`src/rtl/store_merge_pkg.sv`:
```
// Shared size/state encodings and lane helpers for the store merge unit.
package store_merge_pkg;

  typedef enum logic [1:0] {
    SZ_BYTE = 2'b00,
    SZ_HALF = 2'b01,
    SZ_WORD = 2'b10,
    SZ_ILL  = 2'b11
  } size_e;

  typedef enum logic [2:0] {
    IDLE = 3'd0,
    RD   = 3'd1,
    WAIT = 3'd2,
    WR   = 3'd3,
    ERR  = 3'd4
  } state_e;

  function automatic logic [3:0] lane_mask(input logic [1:0] size, input logic [1:0] off);
    logic [3:0] m;
    case (size)
      SZ_BYTE: m = 4'b0001 << off;
      SZ_HALF: m = off[1] ? 4'b1100 : 4'b0011;
      SZ_WORD: m = 4'b1111;
      default: m = 4'b0000;
    endcase
    return m;
  endfunction

  // Places the low byte/half of the register value into every lane it could land in.
  function automatic logic [31:0] replicate(input logic [1:0] size, input logic [31:0] data);
    logic [31:0] r;
    case (size)
      SZ_BYTE: r = {4{data[7:0]}};
      SZ_HALF: r = {2{data[15:0]}};
      default: r = data;
    endcase
    return r;
  endfunction

  function automatic logic is_illegal(input logic [1:0] size, input logic [1:0] off);
    logic bad;
    case (size)
      SZ_BYTE: bad = 1'b0;
      SZ_HALF: bad = off[0];
      SZ_WORD: bad = (off != 2'b00);
      default: bad = 1'b1;
    endcase
    return bad;
  endfunction

endpackage

```
`src/rtl/store_merge_unit_lane_merge.sv`:
```
// Per-lane select between an old memory word and new data under a byte mask.
module byte_lane_merge (
  input  logic [31:0] old_word,
  input  logic [31:0] new_data,
  input  logic [3:0]  mask,
  output logic [31:0] merged
);

  for (genvar i = 0; i < 4; i++) begin : g_lane
    assign merged[8*i +: 8] = mask[i] ? new_data[8*i +: 8] : old_word[8*i +: 8];
  end

endmodule

```
`src/rtl/store_merge_unit.sv`:
```
// Narrows a register value to byte/half/word and writes it to word-addressed memory.
// Build option STORE_BYTE_STROBE_EN: byte enables replace read-modify-write.
//
// state | meaning
// IDLE  | ready, waiting for a store request
// RD    | one-cycle memory read of the target word
// WAIT  | counting read latency, sample read data on terminal count
// WR    | write merged word, signal done
// ERR   | illegal size or misaligned address, signal done with error
module store_merge_unit
  import store_merge_pkg::*;
#(
  parameter int MEM_RD_LAT = 1,
  parameter int ADDR_W     = 32
) (
  input  logic              clk_i,
  input  logic              rst_i,
  input  logic              req_valid_i,
  output logic              req_ready_o,
  input  logic [ADDR_W-1:0] addr_i,
  input  logic [31:0]       wdata_i,
  input  logic [1:0]        size_i,
  output logic [ADDR_W-1:0] mem_addr_o,
  output logic              mem_rd_o,
  input  logic [31:0]       mem_rdata_i,
  output logic              mem_wr_o,
  output logic [31:0]       mem_wdata_o,
  output logic              done_o,
  output logic              err_o
`ifdef STORE_BYTE_STROBE_EN
  ,
  output logic [3:0]        mem_be_o
`endif
);

  localparam logic [1:0] LAT_LOAD = 2'(MEM_RD_LAT - 1);

  state_e      state_q;
  logic [31:0] data_q;
  logic [3:0]  mask_q;
  logic [1:0]  cnt_q;

  logic        accept;
  logic [3:0]  req_mask;
  logic [31:0] req_data;
  logic        req_bad;
  logic [31:0] merge_old;
  logic [31:0] merge_new;
  logic [3:0]  merge_mask;
  logic [31:0] merged;

  assign accept   = req_valid_i & req_ready_o;
  assign req_mask = lane_mask(size_i, addr_i[1:0]);
  assign req_data = replicate(size_i, wdata_i);
  assign req_bad  = is_illegal(size_i, addr_i[1:0]);

`ifdef STORE_BYTE_STROBE_EN
  // Untargeted lanes are driven to zero; the byte enables keep memory intact.
  assign merge_old  = '0;
  assign merge_new  = req_data;
  assign merge_mask = req_mask;
`else
  assign merge_old  = mem_rdata_i;
  assign merge_new  = data_q;
  assign merge_mask = mask_q;
`endif

  byte_lane_merge u_merge (
    .old_word (merge_old),
    .new_data (merge_new),
    .mask     (merge_mask),
    .merged   (merged)
  );

  always_ff @(posedge clk_i or posedge rst_i) begin
    if (rst_i) begin
      state_q     <= IDLE;
      req_ready_o <= 1'b1;
      mem_addr_o  <= '0;
      mem_rd_o    <= 1'b0;
      mem_wr_o    <= 1'b0;
      mem_wdata_o <= '0;
      done_o      <= 1'b0;
      err_o       <= 1'b0;
      data_q      <= '0;
      mask_q      <= '0;
      cnt_q       <= '0;
`ifdef STORE_BYTE_STROBE_EN
      mem_be_o    <= '0;
`endif
    end else begin
      mem_rd_o    <= 1'b0;
      mem_wr_o    <= 1'b0;
      mem_wdata_o <= '0;
      done_o      <= 1'b0;
      err_o       <= 1'b0;
`ifdef STORE_BYTE_STROBE_EN
      mem_be_o    <= '0;
`endif
      case (state_q)
        IDLE: begin
          if (accept) begin
            req_ready_o <= 1'b0;
            data_q      <= req_data;
            mask_q      <= req_mask;
            if (req_bad) begin
              state_q <= ERR;
              err_o   <= 1'b1;
              done_o  <= 1'b1;
            end else begin
              mem_addr_o <= {addr_i[ADDR_W-1:2], 2'b00};
              if (size_i == SZ_WORD) begin
                state_q     <= WR;
                mem_wr_o    <= 1'b1;
                done_o      <= 1'b1;
                mem_wdata_o <= wdata_i;
`ifdef STORE_BYTE_STROBE_EN
                mem_be_o    <= 4'b1111;
`endif
              end else begin
`ifdef STORE_BYTE_STROBE_EN
                state_q     <= WR;
                mem_wr_o    <= 1'b1;
                done_o      <= 1'b1;
                mem_wdata_o <= merged;
                mem_be_o    <= req_mask;
`else
                state_q  <= RD;
                mem_rd_o <= 1'b1;
`endif
              end
            end
          end
        end
        RD: begin
          state_q <= WAIT;
          cnt_q   <= LAT_LOAD;
        end
        WAIT: begin
          // Read data is only looked at on terminal count.
          if (cnt_q == 2'd0) begin
            state_q     <= WR;
            mem_wr_o    <= 1'b1;
            done_o      <= 1'b1;
            mem_wdata_o <= merged;
          end else begin
            cnt_q <= cnt_q - 2'd1;
          end
        end
        WR, ERR: begin
          state_q     <= IDLE;
          req_ready_o <= 1'b1;
        end
        default: begin
          state_q     <= IDLE;
          req_ready_o <= 1'b1;
        end
      endcase
    end
  end

endmodule

```
`config.mk`:
```
export PLATFORM = sky130hd
export DESIGN_NAME = store_merge_unit
export DESIGN_NICKNAME = d
export VERILOG_FILES = /design/src/rtl/store_merge_pkg.sv /design/src/rtl/store_merge_unit_lane_merge.sv /design/src/rtl/store_merge_unit.sv
export SDC_FILE = /design/constraint.sdc
export NUM_CORES = 1
export LEC_CHECK = 0
export ABC_AREA = 0
export BUFFER_PORTS_ARGS = -buffer_cell sky130_fd_sc_hd__buf_4
export CAP_MARGIN = 20
export CORE_ASPECT_RATIO = 1.1
export CORE_MARGIN = 10
export CORE_UTILIZATION = 45
export DETAILED_ROUTE_END_ITERATION = 16
export PLACE_DENSITY = 0.74
export SLEW_MARGIN = 15
export SYNTH_ARGS = -nofsm -noshare
export SYNTH_HDL_FRONTEND = slang
export SYNTH_SLANG_ARGS = --single-unit
export TNS_END_PERCENT = 10
```
`constraint.sdc`:
```
create_clock -name clk_i -period 3.3 [get_ports clk_i]
set_input_delay 0.165 -clock clk_i [delete_from_list [all_inputs] [get_ports clk_i]]
set_output_delay 0.165 -clock clk_i [all_outputs]
set_load 0.01 [all_outputs]
```
; Word level (Yosys, flattened, before mapping)
; Cells that the tools add are included.
[word_totals]
elab_cells = 71
out_inout_bits = 69
reg_bits = 108
input_bits = 101
[op_classes]
n_shift = 1
n_reduce_logical = 11
n_mux = 37
n_bitwise = 3
n_eq_ne = 7
addsub = 1
[op_table]
columns = op, n
row1 = two-way mux 32 bit, 4
row2 = case mux 32 bit (2 select lines), 2
row3 = two-way mux 8 bit, 4
row4 = two-way mux 1 bit, 14
row5 = case mux 4 bit (3 select lines), 1
row6 = two-way mux 3 bit, 3
row7 = case mux 3 bit (3 select lines), 1
row8 = AND reduction 2 bit, 4
row9 = != test 2 bit (second input constant), 3
row10 = case mux 1 bit (2 select lines), 3
row11 = logical NOT 2 bit, 2
row12 = two-way mux 2 bit, 2
row13 = two-way mux 4 bit, 1
row14 = case mux 2 bit (2 select lines), 1
row15 = nonzero test 2 bit, 2
row16 = left shift 1 x 2 -> 4 bit (first input constant), 1
row17 = == test 3 x 1 -> 1 bit (second input constant), 1
row18 = == test 3 x 2 -> 1 bit (second input constant), 1
row19 = logical NOT 3 bit, 1
row20 = case mux 1 bit (3 select lines), 1
row21 = AND reduction 3 bit, 1
row22 = == test 2 x 1 -> 1 bit (second input constant), 1
row23 = == test 2 bit (second input constant), 1
row24 = inverter 1 bit, 2
row25 = 3 further kinds, 3

; Depth between registers and ports, before layout
; Gate-level depths: netlist of run 1.
[logic_depth]
ltp_word = 5
mapped_depth = 7
ltp_nobuf = 5

; By module
; From an unflattened synthesis of run 1, not the netlist that was laid out.
[unflattened]
cells_unflattened = 373
hier_area_um2 = 4997.3
[modules_own_cells]
columns = module, instances, seq_area_each_um2, area_each_um2, cells_each
row1 = store_merge_unit, 1, 2703.8, 4471.8, 337
row2 = byte_lane_merge, 1, 0.0, 525.5, 36

; Worst setup path after synthesis of run 1
; OpenSTA, ideal clock, no wires.
[synth_timing]
path_type = reg2reg
start = register req_ready_o
end = register mem_addr_o[23]
synth_period_minus_slack_ps = 1718
arrival_time_ps = 1593
setup_slack_ps = 1582
n_path_buf = 2
stages_incl_launch_ff = 6
required_ps = 3175
setup_ps = 125
cell_sequence = dfstp_2 > nand4bb_1 > buf_2 > a211oi_4 > buf_6 > mux2_2
[synth_between]
elab_chain_cells = 2
[synth_lines]
columns = item, line_no
row1 = "start, declared", store_merge_unit.sv:19  ; output logic req_ready_o,
row2 = "start signal, assigned", store_merge_unit.sv:78  ; req_ready_o <= 1'b1;
row3 = "start signal, assigned", store_merge_unit.sv:103  ; req_ready_o <= 1'b0;
row4 = "start signal, assigned", store_merge_unit.sv:152  ; req_ready_o <= 1'b1;
row5 = bitwise AND 1 bit, store_merge_unit.sv:52  ; assign accept = req_valid_i & req_ready_o;
row6 = AND reduction 3 bit (no line), n/a
row7 = "end signal, assigned", store_merge_unit.sv:111  ; mem_addr_o <= {addr_i[ADDR_W-1:2], 2'b00};
row8 = "end, declared", store_merge_unit.sv:23  ; output logic [ADDR_W-1:0] mem_addr_o,
; No other way between the ends.
; A chain may end at the register's enable or synchronous reset.

; Final worst setup path of run 1
[layout_timing]
start = register state_q[0]
end = register data_q[30]
[layout_between]
elab_chain_cells = 2
[layout_lines]
columns = item, line_no
row1 = "start, declared", store_merge_unit.sv:38  ; state_e state_q;
row2 = "start signal, assigned", store_merge_unit.sv:77  ; state_q <= IDLE;
row3 = "start signal, assigned", store_merge_unit.sv:107  ; state_q <= ERR;
row4 = "start signal, assigned", store_merge_unit.sv:113  ; state_q <= WR;
row5 = logical NOT 3 bit, store_merge_unit.sv:100  ; case (state_q)
row6 = AND reduction 2 bit (no line), n/a
row7 = "end signal, assigned", store_merge_unit.sv:104  ; data_q <= req_data;
row8 = "end, declared", store_merge_unit.sv:39  ; logic [31:0] data_q;
; No other way between the ends.

==> flow_summary.ini, run 1 <==
[die]
dieArea_mm2 = 0.0153
fp.dieW_um = 119
io_pins = 170
fp.dieH_um = 129
start_util_pct = 46.2
core_mm2 = 0.0104
rows = 39

[cts]
cts.sinks = 108
worstSkewPairLatency_ns = 0.34
cts_max_path_buffers = 2
cts_tree = yes
cts_made_buffers = 9
htree_levels = 3
cts.reportedPaths.clkPinSlew_ns = 0.07
post_cts_resized = 0
cts-root-buf = clkbuf_16

[pwr]
p_leak_uw = 0.00309
peakVddDrop_v = 0.000326
power.density_mw_per_mm2 = 828

[sta]
fin_hold_ws_ns = 0.0454
final-max-slew-violation-count = 0
relSlewSlack_pct = 39.2
finalCriticalPeriod_ns = 2.09
hold_viol = 0
timing.setup.tns_ns = 0
fin_skew_ns = 0.0130
setup_violations = 0
fmax_ghz = 0.478
min_period_over_period_pct = 63.4
rsz0062_at_grt = no
worst_slew_pin_slew_ns = 0.908

[finish]
nets = 634
area_growth_syn_to_layout_pct = 34.4
antennaDiodeCount = 0
drive_above_1_share_pct = 45.4
stdcell_area_mm2 = 0.00648

[synthesis]
ys_top_cells_by_area = dfrtp_1, mux2i_1, mux2_2
synth_cells = 377
yosys.area.top_type = dfrtp_1
synth_area_mm2 = 0.00482
synth-simple-area-share_pct = 3.43
synth_compound_area_share_pct = 13.8
synth_most_common_cell = dfrtp_1
ys_seq_area_share_pct = 56.1
synth_xor_area_share_pct = 0
synth_top_family_by_area = multiplexers
muxShareOfSynthArea_pct = 22.4
synthTopCellsByCount = dfrtp_1, mux2i_1, mux2_2, o21ai_0, o2bb2ai_1
yosys.area_share.adder_pct = 0.259
ys_warn_count = 0
synth_top_area_share_pct = 55.5
synth-main-ff-cell = dfrtp_1
synth_edf_count = 0
ys_types = 38
ys_ff_latch = 108
syn_area_per_cell_um2 = 12.8
async_flop_share_pct = 100

[run]
maxCapViolCount = 0

[drt]
vias = 3549
drtPass1Iterations = 4
via_per_inst = 5.22
ant_nets = 0
routedWlPerCell_um = 19.2
drt_iter0_markers = 191
drcViolationCount = 0
routed_wl_mm = 13.1

[place]
gp_congestion = 0.801
placed_area_mm2 = 0.00616
dpl.hpwl_mm = 9.95
io_buffer_count = 167

[worst_setup_path]
slowest_delay_ns = 0.62
path_max_fanout = 16
path_class = reg -> reg
crit_path_start_kind = register
required_ns = 3.53
crit_path_end_kind = register
worst_ep_arrival_time_ns = 2.32
path_cells = nand4bb_1 > buf_4 > nor2_2 > mux2_2
worst_path_max_delay_cell = nor2_2

[worst_hold_path]
hp-class = in -> reg

[global_routing]
grt_pass1_wl_mm = 21.0
grt.busiest_layer = met2
grt_pass1_vias = 3889
antenna_found_initial = 0
grt_usage_pct = 17.0
overflow = 0
grt_max_degree = 57
grt_util_met3_pct = 6.17
grtUsageMet2_pct = 26.4
met1_usage_pct = 22.0

[status]
outcome = finished, final reports clean
-- path summary, 6_finish.rpt --
path                                 from         endpoint  slack, ns  cells past startpoint
setup / recovery               state_q[0]       data_q[30]       1.21                      4
hold / removal                 addr_i[29]   mem_addr_o[29]       0.05                      2
setup reg to reg               state_q[0]       data_q[30]       1.21                      4
hold reg to reg            mem_addr_o[29]   mem_addr_o[29]       0.49                      1
max in group asynchronous           rst_i      req_ready_o       1.95                      4
min in group asynchronous           rst_i  mem_wdata_o[30]       0.49                      3
-- report_power, final --
| group | switching, uW | internal (uW) | leakage, uW | total, uW |
|---|---|---|---|---|
| clock | 480 | 615 | 0.000149 | 1090 |
| sequential | 371 | 1910 | 0.00137 | 2290 |
| combinational | 907 | 1080 | 0.00156 | 1990 |
| total | 1760 | 3610 | 0.00309 | 5370 |
-- area by class of cell --
type / instances / area [um^2]
Tap cell: 143 / 179
Clock inverter: 6 / 68.8
Timing Repair Buffer: 176 / 1340
Fill cell: 876 / 3960
Inverter: 4 / 17.5
Multi-Input combinational cell: 233 / 1940
Clock buffer: 10 / 239
Sequential cell: 108 / 2700
-- through the flow --
| step | util (%) | total power [uW] | worst slack [ns] | instances |
|---|---|---|---|---|
| after floorplan | - | 3330 | 0.291 | 378 |
| after global placement | 59.0 | 4270 | 1.28 | 663 |
| after detailed placement | 59.0 | 4330 | 1.19 | 663 |
| after CTS | 62.1 | 5440 | 1.20 | 680 |
| after global routing | 62.1 | 5720 | 1.09 | 680 |
| final | 62.1 | 5370 | 1.21 | 680 |
-- layout by cell type (no fill, tap or decap), types with 2 or more instances in the layout --
cell         n
o31ai_1      4
inv_1        3
a21oi_1      6
inv_6        2
o21bai_1     2
mux2_2      45
mux2i_1     56
nand2b_1     3
or2_2        2
nand2_1     10
buf_4      174
nor2_1       6
a22o_1       2
clkbuf_16    9
conb_1       2
o2bb2ai_1   32
o21ai_0     45
dfrtp_1    107
a21o_1       2
-- routing by layer --
layer	up-vias	share of wire [%]
met5	-	0
met4	0	0.98
met3	13	9.0
met2	158	46
met1	1702	44
li1	1676	-
-- worst max-delay path, delay by kind of cell, from the launching register on --
family	cells	cell delay, ns
buf+inv	1	0.21
flops	1	0.48
simple gates	2	0.87
mux	1	0.42
-- timing repair --
item                                   4_1_cts  5_1_grt
hold buffers                                 1        0
endpoints found under the hold margin       54        0
buffers inserted                             0        0
-- logic make-up after synthesis --
family / after synthesis
other: 1
AO/OA/AOI/OAI: 98
multiplexers: 102
adder cells (fa/ha/maj): 1
AND/OR/NAND/NOR: 30
buffers and inverters: 37
flip-flops: 108
-- sequential cells by signal (all words and copies together), names as in the netlist --
name	cells
data_q	32
mem_wdata_o	32
mem_addr_o	30
mask_q	4
state_q	3
cnt_q	2
done_o	1
err_o	1
mem_rd_o	1
mem_wr_o	1
req_ready_o	1
(Power assumes the default switching activity.)
==> inputs of run 2 (changes only) <==
Clock period 3.3 ns to 2.13 ns, I/O delays scaled along.
==> run 2 against run 1 <==
Effect of this change:
- sequential share of layout area down 2.9 points
- fmax grew 9.0%
- register-to-register slack worse by 1.0 ns
- first-iteration DRC count increased by 23%
- worst hold slack worse by 0.035 ns
- flip-flop and latch count did not move
- non-clock buffer count grew 48
- clock skew decreased by 0.0033 ns
- global-route usage grew 1.3 points
- wire length up 7.6%
==> flow_summary.ini, run 2 (synthesized netlist as in run 1, its figures left out) <==
[drt]
drtPass1Iterations = 5
vias = 3759
routed_wl_mm = 14.1
ant_nets = 0
drt_iter0_markers = 235
drcViolationCount = 0
routedWlPerCell_um = 19.3
via_per_inst = 5.16

[sta]
timing.setup.tns_ns = 0
rsz0062_at_grt = no
fmax_ghz = 0.521
setup_violations = 0
relSlewSlack_pct = 58.3
worst_slew_pin_slew_ns = 0.626
setup_ws_ns = 0.211
finalCriticalPeriod_ns = 1.92
hold_viol = 0
min_period_over_period_pct = 90.1
final-max-slew-violation-count = 0
fin_hold_ws_ns = 0.0102
fin_skew_ns = 0.00970

[cts]
cts.reportedPaths.clkPinSlew_ns = 0.07
cts_tree = yes
worstSkewPairLatency_ns = 0.34
htree_levels = 3
cts_max_path_buffers = 2
hold_buffers = 44
cts_setup_buffers = 0
cts.sinks = 108
cts_made_buffers = 9
cts-root-buf = clkbuf_16
post_cts_resized = 0

[global_routing]
antenna_found_initial = 0
grt_usage_pct = 18.3
grt_max_degree = 76
grt_pass1_vias = 4118
overflow = 0
grt_pass1_wl_mm = 22.6

[die]
core_mm2 = 0.0104
fp.dieW_um = 119
dieArea_mm2 = 0.0153
io_pins = 170
rows = 39
start_util_pct = 46.2
fp.dieH_um = 129

[pwr]
p_leak_uw = 0.00328
power.density_mw_per_mm2 = 1190
peakVddDrop_v = 0.000542

[worst_setup_path]
crit_path_end_kind = register
r2r_slack_ns = 0.21
r2r_cells = 4
worst_ep_arrival_time_ns = 2.16
r2r_start = state_q[2]
crit_path_start_kind = register
reg2reg_to = mask_q[1]
required_ns = 2.37
path_class = reg -> reg
path_max_fanout = 25

[place]
io_buffer_count = 167
placed_area_mm2 = 0.00621
gp_congestion = 0.802
dpl.hpwl_mm = 9.87
placed_cells = 666
preCtsSetupSlack_ns = 0.215

[finish]
stdcell_area_mm2 = 0.00696
layout_common_cells = buf_4, dfrtp_1, mux2i_1
antennaDiodeCount = 0
reg.largest.list = data_q: 32 flops, mem_wdata_o: 32 flops, mem_addr_o: 30 flops
nets = 682
area_growth_syn_to_layout_pct = 44.4
final_cells = 728
drive_above_1_share_pct = 42.1
final_common_cell = buf_4

[status]
outcome = finished, final reports clean

[worst_hold_path]
min_to = mem_addr_o[15]
hp-class = in -> reg
min_from = addr_i[15]
whs_path_depth = 2

[run]
maxCapViolCount = 0
## run 2: cell count changes in the layout (fill, tap and decap cells not counted), sizes merged
cell	previous run	this run
clkinv	2	1
buf	175	178
clkbuf	10	13
bufinv	1	0
clkinvlp	1	3
dlygate4sd3	1	46
inv	6	3
## run 2: cell type report
class,instances,area [um^2]
inverter,4,18.8
clock inverter,3,20.0
timing repair buffer,224,1830
fill,790,3480
tap,143,179
multi-input combinational,233,1940
clock buffer,13,270
sequential,108,2700
## run 2: critical path, stage by stage, from the launching register on
cell       delay (ns)
dfrtp_1          0.45
nand4bb_1        0.31
buf_4            0.27
or2_2            0.48
o31ai_1          0.31
## run 2: worst max-delay path by stage
stage                     slack (ns)         from              to
after floorplan                 0.41  req_ready_o  mem_addr_o[23]
after global placement          0.31  req_ready_o       mask_q[3]
after detailed placement        0.22  req_ready_o       mask_q[0]
after CTS                       0.23  req_ready_o       mask_q[1]
after global routing            0.12  req_ready_o       mask_q[0]
final                           0.21   state_q[2]       mask_q[1]
## run 2: per-stage QoR
step           util [%]  power [uW]
2_1_floorplan         -        5150
3_3_place_gp       59.5        6590
3_5_place_dp       59.5        6700
4_1_cts            66.5        8390
5_1_grt            66.7        8810
6_report           66.7        8300
## run 2: power breakdown
part	internal, uW	switching, uW	leakage (uW)
Combinational	1720	1410	0.00177
Clock	888	715	0.000138
Sequential	2970	607	0.00137
Total	5570	2730	0.00328
## run 2: per-layer routing
metal / global-route usage [%] / share of wire [%]
met1: 22.4 / 43
met2: 31.0 / 49
met3: 5.99 / 6.9
met4: 4.10 / 0.63
met5: 0 / 0
